## config.mk

```make
export PLATFORM = sky130hd
export DESIGN_NAME = freq_sel_ctrl
export DESIGN_NICKNAME = d
export VERILOG_FILES = /design/src/rtl/freq_pkg.sv /design/src/rtl/btn_debounce.sv /design/src/rtl/freq_sel_ctrl.sv
export SDC_FILE = /design/constraint.sdc
export NUM_CORES = 1
export LEC_CHECK = 0
export ABC_AREA = 1
export CORE_UTILIZATION = 40
export CTS_CLUSTER_SIZE = 16
export DETAILED_ROUTE_END_ITERATION = 8
export GPL_ROUTABILITY_DRIVEN = 1
export PLACE_DENSITY = 0.61
export REMOVE_ABC_BUFFERS = 1
export SETUP_SLACK_MARGIN = 0.05
export SLEW_MARGIN = 0
export SYNTH_ARGS = -nofsm -noshare
export SYNTH_HDL_FRONTEND = slang
export SYNTH_HIERARCHICAL = 1
export SYNTH_SLANG_ARGS = --single-unit
```

## constraint.sdc

```tcl
create_clock -name clk -period 1.75 [get_ports clk]
set_input_delay 0.35 -clock clk [delete_from_list [all_inputs] [get_ports clk]]
set_output_delay 0.35 -clock clk [all_outputs]
set_load 0.03 [all_outputs]
```

## src/rtl/freq_pkg.sv

```systemverilog
`default_nettype none
// ============================================================================
// freq_pkg : codes, FSM states and selection helper shared by freq_sel_ctrl/dcm
// Rev 1.0
// ============================================================================
package freq_pkg;

  localparam int PROG_W = 3;
  localparam logic [PROG_W-1:0] PROG_MAX = 3'd7;

  typedef enum logic [1:0] {
    ST_IDLE     = 2'd0,
    ST_PULSE    = 2'd1,
    ST_WAIT_ACK = 2'd2
  } fsm_state_e;

  // Slow-clock codes understood by dcm: each step halves the frequency.
  typedef enum logic [PROG_W-1:0] {
    FREQ_10HZ       = 3'd0,
    FREQ_5HZ        = 3'd1,
    FREQ_2HZ5       = 3'd2,
    FREQ_1HZ25      = 3'd3,
    FREQ_0HZ625     = 3'd4,
    FREQ_0HZ3125    = 3'd5,
    FREQ_0HZ15625   = 3'd6,
    FREQ_0HZ078125  = 3'd7
  } freq_code_e;

  function automatic logic [PROG_W-1:0] sel_step(
    input logic [PROG_W-1:0] cur,
    input logic              up,
    input logic              down
  );
    sel_step = cur;
    if (up && !down && (cur != PROG_MAX)) begin
      sel_step = cur + 3'd1;
    end else if (down && !up && (cur != '0)) begin
      sel_step = cur - 3'd1;
    end
  endfunction

endpackage
`default_nettype wire

```

## src/rtl/btn_debounce.sv

```systemverilog
`default_nettype none
// ============================================================================
// btn_debounce : 2-FF synchroniser, level debouncer and press-pulse generator
// Rev 1.0
// ============================================================================
module btn_debounce
  import freq_pkg::*;
#(
  parameter int DEBOUNCE_CYCLES = 1000000
) (
  input  logic clk,
  input  logic rst,
  input  logic btn_i,
  output logic press_o
);

  localparam int CNT_W = $clog2(DEBOUNCE_CYCLES);
  localparam logic [CNT_W-1:0] CNT_LAST = CNT_W'(DEBOUNCE_CYCLES - 1);

  logic             meta_q;
  logic             sync_q;
  logic             stable_q;
  logic             stable_d;
  logic             stable_dly_q;
  logic [CNT_W-1:0] cnt_q;
  logic [CNT_W-1:0] cnt_d;

  always_comb begin
    stable_d = stable_q;
    cnt_d    = '0;
    if (sync_q != stable_q) begin
      if (cnt_q == CNT_LAST) begin
        stable_d = sync_q;
      end else begin
        cnt_d = cnt_q + 1'b1;
      end
    end
  end

  always_ff @(posedge clk or negedge rst) begin
    if (!rst) begin
      meta_q       <= 1'b0;
      sync_q       <= 1'b0;
      stable_q     <= 1'b0;
      stable_dly_q <= 1'b0;
      cnt_q        <= '0;
    end else begin
      meta_q       <= btn_i;
      sync_q       <= meta_q;
      stable_q     <= stable_d;
      stable_dly_q <= stable_q;
      cnt_q        <= cnt_d;
    end
  end

  // High for the single cycle after the debounced level rises.
  assign press_o = stable_q & ~stable_dly_q;

endmodule
`default_nettype wire

```

## src/rtl/freq_sel_ctrl.sv

```systemverilog
`default_nettype none
// ============================================================================
// freq_sel_ctrl : pushbutton frequency selector and apply handshake to dcm
// Rev 1.0
// ============================================================================
module freq_sel_ctrl
  import freq_pkg::*;
#(
  parameter int          DEBOUNCE_CYCLES = 1000000,
  parameter int unsigned ACK_TIMEOUT     = 1500000000
) (
  input  logic              clk,
  input  logic              rst,
  input  logic              btn_up,
  input  logic              btn_down,
  input  logic              btn_apply,
  input  logic [PROG_W-1:0] prog_out,
  output logic [PROG_W-1:0] sel,
  output logic [PROG_W-1:0] prog_in,
  output logic              update,
  output logic              busy,
  output logic              err
);

  localparam logic [31:0] TO_LAST = 32'(ACK_TIMEOUT - 1);

  logic up_evt;
  logic down_evt;
  logic apply_evt;

  fsm_state_e        state_q, state_d;
  logic [PROG_W-1:0] sel_q, sel_d;
  logic [PROG_W-1:0] prog_in_q, prog_in_d;
  logic              update_q, update_d;
  logic              busy_q, busy_d;
  logic              err_q, err_d;
  logic [31:0]       to_cnt_q, to_cnt_d;

  btn_debounce #(.DEBOUNCE_CYCLES(DEBOUNCE_CYCLES)) u_db_up (
    .clk     (clk),
    .rst     (rst),
    .btn_i   (btn_up),
    .press_o (up_evt)
  );

  btn_debounce #(.DEBOUNCE_CYCLES(DEBOUNCE_CYCLES)) u_db_down (
    .clk     (clk),
    .rst     (rst),
    .btn_i   (btn_down),
    .press_o (down_evt)
  );

  btn_debounce #(.DEBOUNCE_CYCLES(DEBOUNCE_CYCLES)) u_db_apply (
    .clk     (clk),
    .rst     (rst),
    .btn_i   (btn_apply),
    .press_o (apply_evt)
  );

  always_comb begin
    state_d   = state_q;
    sel_d     = sel_step(sel_q, up_evt, down_evt);
    prog_in_d = prog_in_q;
    err_d     = err_q;
    to_cnt_d  = to_cnt_q;

    case (state_q)
      ST_IDLE: begin
        if (apply_evt) begin
          state_d   = ST_PULSE;
          prog_in_d = sel_q;
          err_d     = 1'b0;
        end
      end
      ST_PULSE: begin
        to_cnt_d = '0;
        state_d  = ST_WAIT_ACK;
      end
      ST_WAIT_ACK: begin
        // A match on the timeout cycle still counts as success.
        if (prog_out == prog_in_q) begin
          state_d = ST_IDLE;
        end else if (to_cnt_q == TO_LAST) begin
          state_d = ST_IDLE;
          err_d   = 1'b1;
        end else begin
          to_cnt_d = to_cnt_q + 32'd1;
        end
      end
      default: begin
        state_d = ST_IDLE;
      end
    endcase

    update_d = (state_d == ST_PULSE);
    busy_d   = (state_d != ST_IDLE);
  end

  always_ff @(posedge clk or negedge rst) begin
    if (!rst) begin
      state_q   <= ST_IDLE;
      sel_q     <= FREQ_10HZ;
      prog_in_q <= FREQ_10HZ;
      update_q  <= 1'b0;
      busy_q    <= 1'b0;
      err_q     <= 1'b0;
      to_cnt_q  <= '0;
    end else begin
      state_q   <= state_d;
      sel_q     <= sel_d;
      prog_in_q <= prog_in_d;
      update_q  <= update_d;
      busy_q    <= busy_d;
      err_q     <= err_d;
      to_cnt_q  <= to_cnt_d;
    end
  end

  assign sel     = sel_q;
  assign prog_in = prog_in_q;
  assign update  = update_q;
  assign busy    = busy_q;
  assign err     = err_q;

endmodule
`default_nettype wire

```

[Word-level counts from Yosys, hierarchy flattened]
Index checks and enable logic that the tools add are counted.
Cells by class
  $add $sub $neg: 6
  multiply operators: 0
  div/mod/pow operators: 0
  $lt $le $gt $ge: 0
  eq/ne operators: 16
  shift operators: 0
  multiplexer cells: 19
  bitwise gates (word level): 6
  reduce and logical (&&, ||, !) cells: 18
Operator list (count)
  20-bit two-way mux: 6
  32-bit two-way mux: 2
  32-bit case mux with 2 select lines: 1
  20-bit by 1-bit adder with 20-bit output (second input constant): 3
  20-bit equality test (second input constant): 3
  32-bit by 1-bit adder with 32-bit output (second input constant): 1
  32-bit by 31-bit equality test with 1-bit output (second input constant): 1
  2-bit inequality test (second input constant): 4
  2-bit AND reduction: 4
  2-bit nonzero test: 4
  2-bit two-way mux: 3
  3-bit two-way mux: 2
  2-bit case mux with 3 select lines: 1
  2-bit by 1-bit equality test with 1-bit output (second input constant): 2
  1-bit logical AND: 4
  4-bit AND reduction: 1
  3-bit by 1-bit adder with 3-bit output (second input constant): 1
  1-bit AND: 3
  3-bit equality test: 1
  1-bit two-way mux: 3
  1-bit inequality test: 3
  3-bit inequality test (second input constant): 1
  1-bit inverter: 3
  3-bit AND reduction: 1
  other kinds (6): 7
Word-level totals
  register bits: 115
  bits in latches: 0
  memory bits (writable): 0
  memory bits (read-only): 0
  memories kept: 0

[Depth between registers and ports, before layout]
  depth after elaboration: 7
  gate-level depth with buffers: 12
  depth with buffers taken out: 11

[By module]
The synthesis kept the hierarchy.
Modules (own cells, without submodules)
  btn_debounce: instances 3, cells each 163, area each 1326.3 µm²
  freq_sel_ctrl: instances 1, cells each 462, area each 2915.3 µm²

[Least setup slack after synthesis]
Ideal clock, no wire load.
  path kind: reg2reg
  start: register to_cnt_q[0]
  end: register to_cnt_q[23]
  data arrival time: 1.574 ns
  slack: 0.063 ns
  stages on the path, launching flop included: 13
  buffers on the path: 1
  clock period less this slack: 1.687 ns
  path through: dfrtp_1 -> ha_1 -> inv_1 -> nor2_4 -> nand2_2 -> clkinv_2 -> nand2_2 -> nor2_4 -> nor2_4 -> buf_2 -> nand3_1 -> nand2_1 -> inv_1
On the way
  cells in the longest elaborated chain, start to end: 4
  elaborated cells between the ends (all ways): 7
  those cells by class: 1 x add/sub; 2 x eq/ne; 3 x mux; 1 x reduce/logical
RTL lines
  start, declared: RTL line freq_sel_ctrl.sv:37  | logic [31:0] to_cnt_q, to_cnt_d;
  start signal, assigned: RTL line freq_sel_ctrl.sv:115  | to_cnt_q <= to_cnt_d;
  32-bit by 1-bit adder with 32-bit output: RTL line freq_sel_ctrl.sv:87  | to_cnt_d = to_cnt_q + 32'd1;
  32-bit two-way mux: RTL line freq_sel_ctrl.sv:83  | end else if (to_cnt_q == TO_LAST) begin
  32-bit two-way mux: RTL line freq_sel_ctrl.sv:81  | if (prog_out == prog_in_q) begin
  32-bit case mux with 2 select lines: RTL line freq_sel_ctrl.sv:67  | case (state_q)
Parallel ways exist; a longest one is shown, timed or not. The select of a mux whose other input is x is not followed.
A chain may end at the register's enable or synchronous reset.

[Final worst setup path]
  start: register to_cnt_q[0]
  end: register to_cnt_q[18]
Same word-level chain as after synthesis.

==> tab_implementation.tex <==
\begin{tabular}{lr}
\hline
Metric & Value \\
\hline
\multicolumn{2}{l}{\textbf{Status}} \\
Status & finished clean \\
\multicolumn{2}{l}{\textbf{Timing}} \\
Aggregate negative setup slack & 0 ps \\
Number of hold violations in the final report & 0 \\
Headroom to the max-slew limit & 0.698 \\
Setup Viol. Count Final & 0 \\
Ratio of final minimum period to clock period & 0.989 \\
Minimum clock period after layout & 1730 ps \\
Fmax & 578 MHz \\
Max Transition Viols Final & 0 \\
Transition time at the pin with the least slew margin & 453 ps \\
Worst clock skew & 6.05 ps \\
Unrepaired setup endpoints after global routing & true \\
\multicolumn{2}{l}{\textbf{Power and ir drop}} \\
Pint & 5.50 mW \\
Leak pwr & 3.76 nW \\
Maximum vdd ir drop & 0.000658 V \\
Part of the power in the clock network & 0.543 \\
Total net switching power & 1.48 mW \\
Total power per unit cell area & 829 nW/um\^{}2 \\
Portion of total power attributed to sequential cells & 0.397 \\
Switching power share of the total & 0.212 \\
Relative contribution of combinational cells to total power & 0.059 \\
\multicolumn{2}{l}{\textbf{GRT}} \\
Overall track demand over capacity in global routing & 0.197 \\
Vias in the first global route & 5,745 \\
Global-route wire length before repair & 27,800 microns \\
Number of antenna violations at the first check in global routing & 0 \\
Final global-route overflow total & 0 \\
Pin count of the biggest net entering global routing & 34 \\
\multicolumn{2}{l}{\textbf{Clocking}} \\
Worst-Skew Late Latency & 410 ps \\
Max Root-Sink Buffers & 2 \\
Clock root buffer & sky130\_fd\_sc\_hd\_\_clkbuf\_16 \\
Clock-pin transition on the worst setup and hold timing paths & 50 ps \\
TritonCTS buffer count & 17 \\
Clock tree from TritonCTS & done \\
Sink count of the clock tree & 115 \\
H-Tree Depth & 4 \\
\multicolumn{2}{l}{\textbf{Worst setup path}} \\
Kind of launch point of the worst setup path & register \\
Register-to-register setup slack & 20 ps \\
Critical path class & register to register \\
End of the worst register-to-register path & to\_cnt\_q[18]\$\_DFFE\_PN0P\_ \\
Worst endpoint required time & 2090 ps \\
Arrival time reported for the critical path endpoint & 2070 ps \\
Biggest fanout along the worst timing path & 6 \\
FF-to-FF path depth & 12 \\
Critical register-to-register path startpoint & to\_cnt\_q[0]\$\_DFFE\_PN0P\_ \\
Setup crit end kind & register \\
\multicolumn{2}{l}{\textbf{Final layout}} \\
Final cell area excluding filler cells & 8410 sq um \\
Fraction of final layout cells with drive strength greater than 1 & 0.182 \\
Final Non-Filler Cells & 1,257 \\
Most common cell after layout, fill and taps aside & sky130\_fd\_sc\_hd\_\_nand2\_1 \\
Filler cells & 1,609 \\
Number of nets in the final layout & 1,038 \\
Area added between synthesis and finish & 22.0\% \\
Top library cells by usage in the layout, fill and taps aside & 266 x sky130\_fd\_sc\_hd\_\_nand2\_1, 193 x sky130\_fd\_sc\_hd\_\_nor2\_1, 111 x sky130\_fd\_sc\_hd\_\_dfrtp\_1 \\
\# diodes & 0 \\
\multicolumn{2}{l}{\textbf{Logic synthesis}} \\
Yosys cell types & 30 \\
Most used flip-flop cell after synthesis & sky130\_fd\_sc\_hd\_\_dfrtp\_1 \\
Share of synthesized area occupied by flip-flops and latches & 0.417 \\
Number of register bits inferred by synthesis & 115 \\
Average size of a mapped cell & 7.25 sq um \\
Number of enable flip-flop cells after synthesis & 0 \\
Synth warn & 6 \\
Share of flip-flops with an asynchronous set or reset & 1.00 \\
Number of instances in the synthesized netlist & 951 \\
Synthesized area & 6890 sq um \\
\multicolumn{2}{l}{\textbf{Floorplan}} \\
Starting density of the core & 0.413 \\
Placement row count & 47 \\
Die footprint & 17,800 sq um \\
Height of the die & 133 microns \\
Core ar. & 16,700 sq um \\
Boundary pin count & 17 \\
Die Span X & 133 microns \\
\multicolumn{2}{l}{\textbf{Routing}} \\
Total detailed-routing wirelength & 16,300 microns \\
Via-to-Cell Ratio & 4.81 \\
Number of remaining DRC errors & 0 \\
Iteration count of the initial detailed-routing pass & 7 \\
Remaining antenna violation count after routing & 0 \\
Count of vias placed by the detailed router & 6,043 \\
Initial detailed-routing violation count & 412 \\
DR WL/cell & 13.0 microns \\
\multicolumn{2}{l}{\textbf{Place}} \\
Estimated wirelength of the detail-placed design & 11,500 microns \\
Placed cell count & 1,210 \\
GPL Wtd Cong & 0.876 \\
Area of placed instances & 7540 sq um \\
Count of input and output buffers & 16 \\
\multicolumn{2}{l}{\textbf{Worst hold path}} \\
Endpoint, Worst Hold & u\_db\_down/sync\_q\$\_DFF\_PN0\_ \\
Origin of the worst min-delay path & u\_db\_down/meta\_q\$\_DFF\_PN0\_ \\
Min-Delay Path Class & register to register \\
Depth of the worst hold-timing path & 0 \\
\multicolumn{2}{l}{\textbf{Job}} \\
Max Cap Violations & 0 \\
\hline
\end{tabular}
kinds of logic (layout without fill, tap and decap cells):
logic type / count (synthesis) / in the layout / share of synthesized area
AO/OA/AOI/OAI: 33 / 33 / 0.0247
XOR/XNOR: 47 / 47 / 0.0630
adder cells (fa/ha/maj): 5 / 5 / 0.0102
buffers and inverters: 100 / 184 / 0.0592
flip-flops: 115 / 115 / 0.417
AND/OR/NAND/NOR: 651 / 653 / 0.426
worst max-delay path, stage by stage (launching register included):
cell and delay [ps]:
sky130_fd_sc_hd__dfrtp_1 360, sky130_fd_sc_hd__ha_2 200, sky130_fd_sc_hd__inv_2 60, sky130_fd_sc_hd__nor2_4 140
sky130_fd_sc_hd__nand2_4 90, sky130_fd_sc_hd__clkinv_2 60, sky130_fd_sc_hd__nand2_2 50, sky130_fd_sc_hd__nor2_4 100
sky130_fd_sc_hd__nor2_4 50, sky130_fd_sc_hd__buf_6 140, sky130_fd_sc_hd__nor2_4 240, sky130_fd_sc_hd__nand2_1 80
sky130_fd_sc_hd__nand2_1 80
per-stage QoR:
step,setup slack [ps],hold slack (ps),total power [mW],utilization
3_5_place_dp,-199,326,3.16,0.452
5_1_grt,-20.8,350,7.24,0.504
4_1_cts,55.9,349,7.00,0.495
6_report,20.1,346,6.98,0.504
3_3_place_gp,-148,326,3.15,0.452
2_1_floorplan,103,54.4,2.97,-
power by group through the flow:
| stage | registers [mW] | clock network, mW | logic (mW) |
|---|---|---|---|
| 2_1_floorplan | 2.81 | 0 | 0.158 |
| 3_3_place_gp | 2.81 | 0 | 0.337 |
| 3_5_place_dp | 2.81 | 0 | 0.344 |
| 4_1_cts | 2.77 | 3.87 | 0.354 |
| 5_1_grt | 2.78 | 4.00 | 0.467 |
| 6_report | 2.77 | 3.79 | 0.414 |
layer usage:
layer / vias to the layer above / global-route usage / wire length, microns
li1: 3105 / - / -
met1: 2772 / 0.270 / 7860
met2: 149 / 0.310 / 7640
met3: 17 / 0.0419 / 663
met4: 0 / 0.0676 / 183
met5: - / 0 / 0
registers in the layout (all words and copies together) (netlist names), 2 cells and up:
signal	cells
prog_in	3
u_db_apply/cnt_q	20
state_q	2
u_db_down/cnt_q	20
u_db_up/cnt_q	20
sel	3
to_cnt_q	32
cell usage after synthesis, drive strengths merged (2+ instances only):
cell	instances	area, sq um
clkbuf	2	7.51
nor2	244	1100
buf	5	50.0
dfrtp	115	2880
o21ai	21	105
ha	4	50.1
nand3b	3	22.5
nor3	10	50.1
or2	3	18.8
nand3	66	360
a21oi	10	50.1
nand4	15	93.8
inv	92	345
xnor2	13	114
nor3b	6	75.1
xor2	34	320
nand2	304	1210
layout make-up:
cell class / instances / area, sq um / area share
well taps: 220 / 275 / 0.0327
inverters: 93 / 350 / 0.0416
repair buffers: 60 / 563 / 0.0669
clock inverters: 9 / 178 / 0.0211
clock buffers: 22 / 464 / 0.0552
multi-input cells: 738 / 3700 / 0.440
flip-flops and latches: 115 / 2880 / 0.343
worst max path at each step:
stage	from	slack [ps]	depth (start not counted)	endpoint
finish	to_cnt_q[0]$_DFFE_PN0P_	20	12	to_cnt_q[18]$_DFFE_PN0P_
CTS	to_cnt_q[0]$_DFFE_PN0P_	60	12	to_cnt_q[18]$_DFFE_PN0P_
global route	to_cnt_q[0]$_DFFE_PN0P_	-20	12	to_cnt_q[22]$_DFFE_PN0P_
detailed placement	prog_out[0]	-200	8	to_cnt_q[19]$_DFFE_PN0P_
global placement	prog_out[2]	-150	8	to_cnt_q[21]$_DFFE_PN0P_
floorplan	to_cnt_q[0]$_DFFE_PN0P_	100	11	to_cnt_q[14]$_DFFE_PN0P_
what timing repair did:
item | CTS | global route
hold endpoints to repair | 26 | 0
hold buffers | 1 | 0
buffers inserted | 6 | 7
pin swaps | 4 | 13
endpoints found under the setup margin | 40 | 34
gates cloned | 1 | 1
resized for setup | 14 | 33
Note: power is estimated with default switching activity, not from simulation.
